### config.mk
export PLATFORM = sky130hd
export DESIGN_NAME = cmp_stream_packer_flat
export DESIGN_NICKNAME = d
export VERILOG_FILES = /design/src/rtl/cmp_stream_packer_if.sv /design/src/rtl/cmp_stream_packer.sv /design/src/flat_wrapper.sv
export SDC_FILE = /design/constraint.sdc
export NUM_CORES = 1
export LEC_CHECK = 0
export CAP_MARGIN = 30
export CORE_MARGIN = 2
export CORE_UTILIZATION = 53
export DETAILED_ROUTE_END_ITERATION = 8
export PLACE_DENSITY = 0.87
export SETUP_SLACK_MARGIN = 0.02
export SLEW_MARGIN = 20
export SYNTH_ARGS = -nofsm -noshare
export SYNTH_HDL_FRONTEND = slang
export SYNTH_SLANG_ARGS = --single-unit
### constraint.sdc
create_clock -name b -period 5.2 [get_ports b]
set_clock_uncertainty 0.05 [all_clocks]
set_input_delay 1.04 -clock b [delete_from_list [all_inputs] [get_ports b]]
set_output_delay 1.04 -clock b [all_outputs]
set_load 0.01 [all_outputs]
### src/rtl/cmp_stream_packer_if.sv
// Word output channel of the compare-stream packer.
// Word, popcount and parity travel together under one valid/ready pair.
interface cmp_stream_packer_if #(
    parameter int W  = 8,
    parameter int CW = $clog2(W + 1)
);
    logic [W-1:0]  word_q;
    logic          word_vld;
    logic          word_rdy;
    logic [CW-1:0] word_ones;
    logic          word_par;

    modport master (
        output word_q,
        output word_vld,
        output word_ones,
        output word_par,
        input  word_rdy
    );

    modport slave (
        input  word_q,
        input  word_vld,
        input  word_ones,
        input  word_par,
        output word_rdy
    );
endinterface

### src/rtl/cmp_stream_packer.sv
// Packs strobed compare-result bits LSB-first into W-bit words.
// One collector word and one output word are buffered; overflow samples are counted.
module cmp_stream_packer #(
    parameter int  W  = 8,
    localparam int CW = $clog2(W + 1),
    localparam int IW = $clog2(W)
) (
    input  logic                b,
    input  logic                c,
    input  logic                sample_bit,
    input  logic                sample_stb,
    cmp_stream_packer_if.master wo,
    output logic [7:0]          drop_cnt
);
    typedef enum logic [1:0] {
        S_FILL,
        S_OUT,
        S_STALL
    } st_e;

    st_e           st_q, st_d;
    logic [W-1:0]  sh_q, sh_d;
    logic [IW-1:0] idx_q, idx_d;
    logic [W-1:0]  word_q, word_d;
    logic [CW-1:0] ones_q, ones_d;
    logic          par_q, par_d;
    logic          vld_q, vld_d;
    logic [7:0]    drop_q, drop_d;

    logic          accept, last, cmpl, pop;
    logic          load_new, load_sh, clr_vld, drop_inc;
    logic [W-1:0]  sh_nxt;

    function automatic logic [CW-1:0] popcnt(input logic [W-1:0] v);
        logic [CW-1:0] n;
        n = '0;
        for (int i = 0; i < W; i++) n = n + CW'(v[i]);
        return n;
    endfunction

    assign last = (idx_q == IW'(W - 1));
    assign pop  = vld_q && wo.word_rdy;

    // State register
    always_ff @(posedge b or negedge c) begin
        if (!c) st_q <= S_FILL;
        else    st_q <= st_d;
    end

    // Next-state logic
    always_comb begin
        st_d = st_q;
        unique case (st_q)
            S_FILL:  if (cmpl) st_d = S_OUT;
            S_OUT: begin
                if (cmpl && !pop)      st_d = S_STALL;
                else if (pop && !cmpl) st_d = S_FILL;
            end
            S_STALL: if (pop) st_d = S_OUT;
            default: st_d = S_FILL;
        endcase
    end

    // Control decode
    always_comb begin
        accept   = sample_stb && (st_q != S_STALL);
        cmpl     = accept && last;
        load_new = 1'b0;
        load_sh  = 1'b0;
        clr_vld  = 1'b0;
        drop_inc = 1'b0;
        unique case (st_q)
            S_FILL:  load_new = cmpl;
            S_OUT: begin
                load_new = cmpl && pop;
                clr_vld  = pop && !cmpl;
            end
            S_STALL: begin
                load_sh  = pop;
                drop_inc = sample_stb;
            end
            default: ;
        endcase
    end

    always_comb begin
        sh_nxt = sh_q;
        if (accept) sh_nxt[idx_q] = sample_bit;
        sh_d  = sh_nxt;
        idx_d = idx_q;
        if (accept) idx_d = last ? '0 : idx_q + IW'(1);
        if (load_sh) idx_d = '0;

        word_d = word_q;
        if (load_new)     word_d = sh_nxt;
        else if (load_sh) word_d = sh_q;
        // Derived from word_d so the stats never lag the word
        ones_d = popcnt(word_d);
        par_d  = ^word_d;

        vld_d = vld_q;
        if (load_new || load_sh) vld_d = 1'b1;
        else if (clr_vld)        vld_d = 1'b0;

        drop_d = drop_q;
        if (drop_inc && drop_q != 8'hFF) drop_d = drop_q + 8'd1;
    end

    always_ff @(posedge b or negedge c) begin
        if (!c) begin
            sh_q   <= '0;
            idx_q  <= '0;
            word_q <= '0;
            ones_q <= '0;
            par_q  <= 1'b0;
            vld_q  <= 1'b0;
            drop_q <= '0;
        end else begin
            sh_q   <= sh_d;
            idx_q  <= idx_d;
            word_q <= word_d;
            ones_q <= ones_d;
            par_q  <= par_d;
            vld_q  <= vld_d;
            drop_q <= drop_d;
        end
    end

    assign wo.word_q    = word_q;
    assign wo.word_vld  = vld_q;
    assign wo.word_ones = ones_q;
    assign wo.word_par  = par_q;
    assign drop_cnt     = drop_q;
endmodule

### src/flat_wrapper.sv
// flat-port wrapper written by rule: the top's interface ports become plain ports
module cmp_stream_packer_flat 
#(
    parameter int  W  = 8,
    localparam int CW = $clog2(W + 1),
    localparam int IW = $clog2(W)
)
  (b, c, sample_bit, sample_stb, drop_cnt, wo_word_q, wo_word_vld, wo_word_ones, wo_word_par, wo_word_rdy);
  cmp_stream_packer_if #(.W(W)) wo_i ();
  input  logic b;
  input  logic c;
  input  logic sample_bit;
  input  logic sample_stb;
  output logic [7:0] drop_cnt;
  output wire logic [$bits(wo_i.word_q)-1:0] wo_word_q;
  output wire logic [$bits(wo_i.word_vld)-1:0] wo_word_vld;
  output wire logic [$bits(wo_i.word_ones)-1:0] wo_word_ones;
  output wire logic [$bits(wo_i.word_par)-1:0] wo_word_par;
  input wire logic [$bits(wo_i.word_rdy)-1:0] wo_word_rdy;
  assign wo_word_q = wo_i.word_q;
  assign wo_word_vld = wo_i.word_vld;
  assign wo_word_ones = wo_i.word_ones;
  assign wo_word_par = wo_i.word_par;
  assign wo_i.word_rdy = wo_word_rdy;
  cmp_stream_packer #(.W(W)) u_core (.b(b), .c(c), .sample_bit(sample_bit), .sample_stb(sample_stb), .wo(wo_i), .drop_cnt(drop_cnt));
endmodule
=== After elaboration in Yosys (flattened, before gate mapping) ===
Cells that the tools add are included.

* Flip-flop bits (word level): 35
* Bits of input ports: 5
* Output and inout port bits: 22
* Word-level logic and storage cells: 63

* Equality and inequality tests: 8
* Reductions and logical operators: 16
* Mux-type cells: 20
* Magnitude comparators: 2
* $add $sub $neg: 9

{| class="wikitable"
|+ Operator list
! kind !! number
|-
| adder 4 x 1 -> 4 bit || 6
|-
| two-way mux 8 bit || 3
|-
| two-way mux 3 bit || 3
|-
| adder 8 x 1 -> 8 bit, second input constant || 1
|-
| bitwise mux 8 bit || 1
|-
| logical AND 1 bit || 8
|-
| two-way mux 2 bit || 4
|-
| != test 8 bit, second input constant || 1
|-
| XOR reduction 8 bit || 1
|-
| two-way mux 1 bit || 6
|-
| one-hot mux 2 bit (3 select lines) || 1
|-
| less-than comparator 3 x 4 -> 1 bit, second input constant || 1
|-
| != test 2 x 1 -> 1 bit, second input constant || 2
|-
| nonzero test 2 bit || 2
|-
| adder 3 x 1 -> 3 bit, second input constant || 1
|-
| demux 1 bit (select 3 bit) || 1
|-
| equality test 3 bit, second input constant || 1
|-
| greater-or-equal comparator 3 x 1 -> 1 bit, second input constant || 1
|-
| != test 3 x 1 -> 1 bit, second input constant || 1
|-
| AND reduction 3 bit || 1
|-
| adder 1 x 1 -> 2 bit || 1
|-
| equality test 2 x 1 -> 1 bit, second input constant || 1
|-
| equality test 2 bit, second input constant || 1
|-
| logical NOT 1 bit || 2
|-
| other kinds (4) || 4
|}

=== Longest topological paths before layout ===
Gate-level depths: netlist (run 1).

* Depth in word-level cells: 14
* Mapped depth: 16
* Gate-level depth less buffers: 15

=== Worst setup path after synthesis (run 1) ===
Ideal clock, no wire load.

* Path type: input-to-reg
* From: input port sample_stb
* To: register u_core.ones_q[1], in the netlist u_core.wo.word_ones[1]
* Arrival time: 3.959 ns
* Setup time: 0.064 ns
* Required time: 5.086 ns
* Setup slack: 1.127 ns
* Buffers on the path: 0
* Cell stages on the path: 14
* Path through: and2_1 -> nand3_1 -> mux2_2 -> nand2_1 -> o21ai_0 -> ha_1 -> inv_1 -> fa_1 -> fa_1 -> inv_1 -> fa_1 -> inv_1 -> fa_1 -> inv_1

* Elaborated cells on any way between the ends: 13
* Those cells by class: add/sub: 7; mux: 3; reduce/logical: 3

{| class="wikitable"
|+ RTL lines
! item !! RTL line !! text
|-
| start, declared || flat_wrapper.sv:13 || <nowiki>input logic sample_stb;</nowiki>
|-
| logical AND 1 bit || cmp_stream_packer.sv:66 || <nowiki>accept = sample_stb && (st_q != S_STALL);</nowiki>
|-
| two-way mux 8 bit || cmp_stream_packer.sv:88 || <nowiki>if (accept) sh_nxt[idx_q] = sample_bit;</nowiki>
|-
| named net u_core.sh_d[1] || cmp_stream_packer.sv:22 || <nowiki>logic [W-1:0] sh_q, sh_d;</nowiki>
|-
| two-way mux 8 bit || cmp_stream_packer.sv:95 || <nowiki>if (load_new) word_d = sh_nxt;</nowiki>
|-
| named net u_core.word_d[1] || cmp_stream_packer.sv:24 || <nowiki>logic [W-1:0] word_q, word_d;</nowiki>
|-
| adder 1 x 1 -> 2 bit || cmp_stream_packer.sv:37 || <nowiki>for (int i = 0; i < W; i++) n = n + CW'(v[i]);</nowiki>
|-
| adder 4 x 1 -> 4 bit (6 in a row) || cmp_stream_packer.sv:37 ||
|-
| named net u_core.ones_d[1] || cmp_stream_packer.sv:25 || <nowiki>logic [CW-1:0] ones_q, ones_d;</nowiki>
|-
| end signal, assigned || cmp_stream_packer.sv:122 || <nowiki>ones_q <= ones_d;</nowiki>
|-
| end, declared || cmp_stream_packer.sv:25 ||
|}

The timed path passes the listed nets, and every way through them passes these cells.
A chain may end at the register's enable or synchronous reset.

=== Worst setup path in the final report (run 1) ===
Ends and elaborated chain as after synthesis.

==> results.txt, run 1 <==
----------------------------------------------------
[Logic synthesis]
  #FFs+latches synth ... 35
  Mux share of post-synthesis cell area ... 7.19%
  Cell types occupying the most area after synthesis ... sky130_fd_sc_hd__dfrtp_1, sky130_fd_sc_hd__fa_1, sky130_fd_sc_hd__ha_1
  Xor/xnor share of the synthesized area ... 7.33%
  Post-synth top flop ... sky130_fd_sc_hd__dfrtp_1
  Area leader, netlist ... sky130_fd_sc_hd__dfrtp_1
  Syn Area/Cell ... 11.4 um^2
  Combinational family with the most area after synthesis ... simple AND/OR/NAND/NOR gates
  Synthesized net count ... 174
  Total number of yosys warnings ... 0
  Share of the synthesized area in compound gates (AO/OA/AOI/OAI) ... 9.89%
  Share of the synthesized area in the top cell type ... between 40% and 50%
  Count of cell types in the netlist ... 40
  Register area share after synthesis ... 48.4%
  Count of flip-flops with a built-in enable after synthesis ... 0
  Fraction of the mapped netlist area in simple logic gates ... 15.0%
  Proportion of synthesized flip-flops having asynchronous set or reset ... 100%
  Summed instance area of the synthesized netlist ... between 1500 and 2000 um^2
  Adder-Cell Fraction of Synth Area ... 8.58%
  Gate Count Post-Synth ... 159

[Placement]
  Port Buffers ... 26
  Detail Placement HPWL ... 2620 um
  Final Wtd Congestion ... between 0.7 and 0.8
  Cell total after placement ... 234
  Instance area after placement ... 2150 um^2

[Worst setup path]
  Required time of the critical path ... 5.43 ns
  Worst Setup End Kind ... register
  Startpoint type of the worst setup path ... input pin
  Critical path class ... in -> reg
  Maximum net fanout on the critical path ... 6
  Arrival time of the worst setup path ... roughly 4.7 ns
  Length in cells of the worst reg-to-reg path ... 15

[Global routing]
  First-pass GRT wire length ... around 6300 um
  Total track usage ... 20.8%
  Pin count of the biggest net entering global routing ... 36
  Number of antenna violations at the first check in global routing ... 0
  Vias in the first global route ... 1364
  Total congestion overflow ... 0

[Power and ir drop]
  Total design power ... 1.40 mW
  Pwr Density ... 628 nW/um^2
  Worst IR drop on VDD ... 490 uV
  Leakage ... 1.00 nW

[Detailed routing]
  Number of design rule violations left after detail routing ... 0
  Routed vias/inst ... 5.38
  Via count ... 1301
  First drt pass iteration count ... 4
  Wire per inst ... about 15 um
  Routed Wire Length ... about 3600 um
  Number of nets still failing antenna checks after routing ... 0
  Initial detailed-routing violation count ... 62

[Floorplanning]
  Floorplan die area ... 3900 um^2
  Initial cell density of the core ... 54.6%
  Core Rows ... 21
  Placeable core area ... 3310 um^2
  Number of top-level pins ... 27
  Chip height ... approximately 62 um
  Overall die width ... 62.4 um

[Clocking]
  Number of buffers added to fix hold violations after cts ... 0
  CTS sink count ... 35
  Clock tree from TritonCTS ... yes
  Number of buffers between clock root and the deepest sink ... 2
  Maximum level of the CTS H-tree ... 2
  Latest clock arrival within the worst-skew pair ... roughly 0.34 ns
  Clock-pin slew of the registers on the worst-case setup and hold paths ... 0.11 ns
  Total setup buffers inserted after CTS ... 0
  Post_cts resized ... 0
  Clock tree root driver cell ... sky130_fd_sc_hd__clkbuf_4
  Number of buffers created by CTS ... 5

[Hold path]
  Class of the worst hold path ... reg -> reg
  Worst hold path stage count ... 1

[STA]
  Setup repair after global routing missed its margin ... false
  Actual slew at the worst max-slew pin ... 0.538 ns
  Headroom to the max-slew limit ... 64.2%
  Total negative setup slack ... 0 ns
  Final Critical Period ... around 4.5 ns
  Pins over their slew limit ... 0
  Share of the cycle needed by the critical path after routing ... 86.5%
  Final number of hold-violating endpoints ... 0
  Final-report setup violation count ... 0
  Worst Hold Slack ... roughly 0.45 ns
  Achievable clock frequency ... 222 MHz

[Final layout]
  Number of nets in the final layout ... 210
  Most common cell after layout, fill and taps aside ... sky130_fd_sc_hd__dfrtp_1
  Share of cells above drive strength 1 ... 13.8%
  Design area ... 2230 um^2
  Commonest cells after routing, fill and taps aside ... sky130_fd_sc_hd__dfrtp_1, sky130_fd_sc_hd__clkdlybuf4s50_1, sky130_fd_sc_hd__nand2_1
  Filler-free cell count of the finished design ... 242
  Antenna cell count ... 0
  Layout area overhead ... 23.5%

[Flow run]
  Max-cap check violation count ... 0

[Status]
  Outcome ... completed

----------------------------------------------------
cells by family after synthesis:
group | after synthesis
AND/OR/NAND/NOR | 51
flip-flops | 35
AO/OA/AOI/OAI | 24
buffers and inverters | 15
XOR/XNOR | 12
multiplexers | 12
adder cells (fa/ha/maj) | 10
where the power goes:
part	leakage [nW]	internal (mW)	switching (mW)	total [mW]
registers	0.444	0.385	0.0802	0.466
logic	0.508	0.399	0.332	0.731
clock network	0.0482	0.114	0.0939	0.208
cell type report:
class | instances | area (um^2)
Clock buffer | 6 | 51.3
Clock inverter | 2 | 35.0
Fill cell | 271 | 1080
Inverter | 13 | 48.8
Multi-Input combinational cell | 109 | 868
Sequential cell | 35 | 876
Tap cell | 46 | 57.6
Timing Repair Buffer | 31 | 298
per-stage QoR:
stage	util, %	setup slack [ns]
2_1_floorplan	-	1.13
3_3_place_gp	64.9	0.431
3_5_place_dp	64.9	0.346
4_1_cts	67.5	0.699
5_1_grt	67.5	0.403
6_report	67.5	0.704
routing by layer:
metal / share of wire (%) / GRT usage (%)
met3: 3.7 / 6.31
met5: 0 / 0
met4: 1.1 / 6.11
met2: 50 / 33.1
met1: 45 / 27.8
cells in the mapped netlist (all sizes together), types with 2 or more instances:
master   n
mux2     8
nor2b    2
nand2   15
a21oi    9
nand3b   2
xnor2    8
mux2i    4
nand2b   7
nor3     2
nand3    6
inv     13
buf      2
xor2     2
o221ai   3
ha       6
o221a    2
xnor3    2
or3      3
nor2     8
dfrtp   35
o21ai    2
a22o     2
fa       4
worst paths after layout:
path / from / slack, ns / endpoint
min reg2reg: u_core.drop_cnt[7] / 0.45 / u_core.drop_cnt[7]
max reg2reg: u_core.idx_q[0] / 1.10 / u_core.wo.word_ones[1]
max in group asynchronous: c / 3.73 / u_core.wo.word_ones[2]
min in group asynchronous: c / 1.05 / u_core.sh_q[2]
max: sample_stb / 0.70 / u_core.wo.word_ones[1]
min: u_core.drop_cnt[7] / 0.45 / u_core.drop_cnt[7]
sequential cells by signal (all words and copies together) (netlist names):
signal               cells
u_core.wo.word_ones      4
u_core.sh_q              8
u_core.drop_cnt          8
u_core.wo.word_q         8
u_core.wo.word_vld       1
u_core.wo.word_par       1
u_core.idx_q             3
u_core.st_q              2
critical path: stages:
cell	delay, ns
sky130_fd_sc_hd__clkdlybuf4s50_1	0.56
sky130_fd_sc_hd__and2_1	0.24
sky130_fd_sc_hd__nand3_1	0.11
sky130_fd_sc_hd__mux2_2	0.31
sky130_fd_sc_hd__nand2_1	0.06
sky130_fd_sc_hd__o21ai_0	0.11
sky130_fd_sc_hd__ha_1	0.34
sky130_fd_sc_hd__inv_1	0.07
sky130_fd_sc_hd__fa_1	0.43
sky130_fd_sc_hd__fa_1	0.49
sky130_fd_sc_hd__inv_1	0.05
sky130_fd_sc_hd__fa_1	0.37
sky130_fd_sc_hd__inv_1	0.08
sky130_fd_sc_hd__fa_1	0.41
sky130_fd_sc_hd__inv_1	0.06
Power figures use the tool's default switching activity.
==> run 2: changes to the inputs <==
--- a/config.mk
+++ b/config.mk
@@ -5,7 +5,6 @@
 export SDC_FILE = /design/constraint.sdc
 export NUM_CORES = 1
 export LEC_CHECK = 0
-export CAP_MARGIN = 30
 export CORE_MARGIN = 2
 export CORE_UTILIZATION = 53
 export DETAILED_ROUTE_END_ITERATION = 8
==> results of run 2 <==
Final layout, timing and power as in run 1 (identical DEF).
==> run 3: changes to the inputs <==
--- a/config.mk
+++ b/config.mk
@@ -6,10 +6,10 @@
 export NUM_CORES = 1
 export LEC_CHECK = 0
 export CORE_MARGIN = 2
-export CORE_UTILIZATION = 53
+export CORE_UTILIZATION = 45
 export DETAILED_ROUTE_END_ITERATION = 8
-export PLACE_DENSITY = 0.87
-export SETUP_SLACK_MARGIN = 0.02
+export PLACE_DENSITY = 0.77
+export SETUP_SLACK_MARGIN = 0.15
 export SLEW_MARGIN = 20
 export SYNTH_ARGS = -nofsm -noshare
 export SYNTH_HDL_FRONTEND = slang
==> results.txt, run 3 (synthesized netlist as in run 1, its figures left out) <==
----------------------------------------------------
[Worst setup path]
  Cell class contributing the biggest share of worst-path delay ... adder cells
  Arrival time of the worst setup path ... 4.80 ns (+0.08 ns)
  Cell-by-cell trace of the critical path ... clkdlybuf4s50_1, nand2_1, a211oi_1, buf_4, or2_1, o221ai_1, fa_1, fa_1, inv_1, fa_1, inv_1, fa_1, inv_1
  Maximum net fanout on the critical path ... 11 (+5)
  Slowest stage delay, CP ... 0.59 ns (+0.03 ns)
  RR Endpoint ... u_core.wo.word_ones[1]
  Startpoint type of the worst setup path ... input pin
  Buf/Inv on CP ... 5 (unchanged)
  Length in cells of the worst reg-to-reg path ... 14 (-1)
  Required time of the critical path ... 5.38 ns (-0.05 ns)
  Critical path class ... in -> reg
  R2R setup slack ... 1.02 ns (-0.08 ns)
  Critical-path cell with the highest stage delay ... sky130_fd_sc_hd__clkdlybuf4s50_1
  Cell repeated most along the worst path ... sky130_fd_sc_hd__fa_1
  Worst Setup End Kind ... register
  Launch point of the worst reg-to-reg path ... u_core.idx_q[0]

[STA]
  Setup repair after global routing missed its margin ... false
  Actual slew at the worst max-slew pin ... 0.617 ns (+0.0792 ns)
  Pins over their slew limit ... 0 (unchanged)
  Final Critical Period ... 4.62 ns (+0.125 ns)
  Achievable clock frequency ... 216 MHz (-2.7%)
  Final number of hold-violating endpoints ... 0 (unchanged)
  Total negative setup slack ... 0 ns (unchanged)
  Share of the cycle needed by the critical path after routing ... 88.9% (+2.4 points)
  Final-report setup violation count ... 0 (unchanged)
  Setup slack after layout ... 0.579 ns (-0.125 ns)
  Headroom to the max-slew limit ... 58.8% (-5.4 points)

[Power and ir drop]
  Pwr Density ... 624 nW/um^2 (-0.76%)
  Worst IR drop on VDD ... 493 uV (+0.64%)
  Leakage ... 0.988 nW (-1.2%)

[Clocking]
  Clock tree root driver cell ... sky130_fd_sc_hd__clkbuf_8
  Number of buffers between clock root and the deepest sink ... 2 (unchanged)
  Clock-pin slew of the registers on the worst-case setup and hold paths ... 0.07 ns (-0.04 ns)
  Clock tree from TritonCTS ... yes
  Maximum level of the CTS H-tree ... 2 (unchanged)
  Total setup buffers inserted after CTS ... 0 (unchanged)
  Number of buffers added to fix hold violations after cts ... 0 (unchanged)
  Post_cts resized ... 0 (unchanged)
  CTS sink count ... 35 (unchanged)
  Latest clock arrival within the worst-skew pair ... 0.28 ns (-0.06 ns)
  Number of buffers created by CTS ... 5 (unchanged)

[Detailed routing]
  Via count ... 1270 (-2.4%)
  Routed Wire Length ... 3570 um (+0.34%)
  Initial detailed-routing violation count ... 50 (-19%)
  Number of nets still failing antenna checks after routing ... 0 (unchanged)
  Number of design rule violations left after detail routing ... 0 (unchanged)
  First drt pass iteration count ... 4 (unchanged)
  Routed vias/inst ... 5.23 (-2.8%)
  Wire per inst ... 14.7 um (about the same)

[Global routing]
  Number of antenna violations at the first check in global routing ... 0 (unchanged)
  Total congestion overflow ... 0 (unchanged)
  Total track usage ... 18.4% (-2.4 points)
  First-pass GRT wire length ... 6030 um (-3.8%)
  Pin count of the biggest net entering global routing ... 36 (unchanged)
  Vias in the first global route ... 1307 (-4.2%)

[Floorplanning]
  Initial cell density of the core ... 45.9% (-8.8 points)
  Core Rows ... 23 (+9.5%)
  Overall die width ... 67.4 um (+8.0%)
  Placeable core area ... 3940 um^2 (+19%)
  Floorplan die area ... 4540 um^2 (+17%)
  Number of top-level pins ... 27 (unchanged)
  Chip height ... 67.4 um (+8.0%)

[Hold path]
  Worst hold path stage count ... 1 (unchanged)
  Class of the worst hold path ... reg -> reg
  Worst hold path startpoint ... u_core.drop_cnt[7]
  Worst min-delay path endpoint ... u_core.drop_cnt[7]

[Final layout]
  Number of nets in the final layout ... 207 (-1.4%)
  Fill cell instance count of the final layout ... 328 (+21%)
  Final core occ ... 56.6% (-11 points)
  Antenna cell count ... 0 (unchanged)
  Filler-free cell count of the finished design ... 243 (+0.41%)
  Layout area overhead ... 23.3%
  Share of cells above drive strength 1 ... 11.9% (-1.9 points)
  Commonest cells after routing, fill and taps aside ... sky130_fd_sc_hd__dfrtp_1, sky130_fd_sc_hd__clkdlybuf4s50_1, sky130_fd_sc_hd__nand2_1
  Most common cell after layout, fill and taps aside ... sky130_fd_sc_hd__dfrtp_1
  Design area ... 2230 um^2 (-0.17%)

[Placement]
  Detail Placement HPWL ... 2640 um (+1.1%)
  Final Wtd Congestion ... 0.768 (-1.1%)
  Instance area after placement ... 2130 um^2 (-0.82%)
  Cell total after placement ... 235 (+0.43%)
  Port Buffers ... 26 (unchanged)
  Setup WS pre-CTS ... 0.270 ns (-0.0754 ns)

[Status]
  Outcome ... completed

[Flow run]
  Max-cap check violation count ... 0 (unchanged)

----------------------------------------------------
run 3: cell types whose count changed in the layout (fill, tap and decap cells not counted), sizes merged:
cell    previous run  this run
bufinv             1         0
clkbuf             6         8
clkinv             1         0
buf                5         2
run 3: area by class of cell:
type	instances	area (um^2)	area share, %
Clock buffer	8	100	4.49
Inverter	13	48.8	2.19
Multi-Input combinational cell	109	868	38.9
Sequential cell	35	876	39.3
Tap cell	50	62.6	2.80
Timing Repair Buffer	28	275	12.3
run 3: worst register-to-register path, stage by stage (launching register included):
cell	delay, ns
sky130_fd_sc_hd__dfrtp_1	0.47
sky130_fd_sc_hd__ha_1	0.25
sky130_fd_sc_hd__ha_1	0.20
sky130_fd_sc_hd__nand2_1	0.19
sky130_fd_sc_hd__a211oi_1	0.08
sky130_fd_sc_hd__buf_4	0.19
sky130_fd_sc_hd__or2_1	0.32
sky130_fd_sc_hd__o221ai_1	0.39
sky130_fd_sc_hd__fa_1	0.51
sky130_fd_sc_hd__fa_1	0.51
sky130_fd_sc_hd__inv_1	0.05
sky130_fd_sc_hd__fa_1	0.38
sky130_fd_sc_hd__inv_1	0.08
sky130_fd_sc_hd__fa_1	0.40
sky130_fd_sc_hd__inv_1	0.06
run 3: power by group:
| part | total, mW | internal [mW] | switching [mW] |
|---|---|---|---|
| Sequential | 0.469 | 0.387 | 0.0824 |
| Combinational | 0.707 | 0.390 | 0.317 |
| Clock | 0.215 | 0.121 | 0.0943 |
run 3: layer usage:
layer / vias to the layer above / global-route usage, % / wire length, um
li1: 614 / - / -
met3: 6 / 5.17 / 131
met5: - / 0 / 0
met2: 19 / 30.8 / 1760
met4: 0 / 6.89 / 55
met1: 631 / 22.5 / 1620
run 3: metrics by stage:
| stage | total power, mW | hold slack [ns] |
|---|---|---|
| final | 1.39 | 0.448 |
| after global routing | 1.54 | 0.494 |
| after CTS | 1.41 | 0.453 |
| after detailed placement | 1.19 | 0.440 |
| after global placement | 1.16 | 0.430 |
| after floorplan | 0.954 | 0.415 |
run 3: worst max-delay path by stage:
stage | end | startpoint | slack [ns] | cells past startpoint
final | u_core.wo.word_ones[1] | sample_stb | 0.58 | 13
after global routing | u_core.wo.word_ones[1] | sample_stb | 0.32 | 13
after CTS | u_core.wo.word_ones[1] | sample_stb | 0.57 | 13
after detailed placement | u_core.wo.word_ones[1] | sample_stb | 0.27 | 13
after global placement | u_core.wo.word_ones[1] | sample_stb | 0.37 | 13
after floorplan | u_core.wo.word_ones[1] | sample_stb | 1.13 | 14
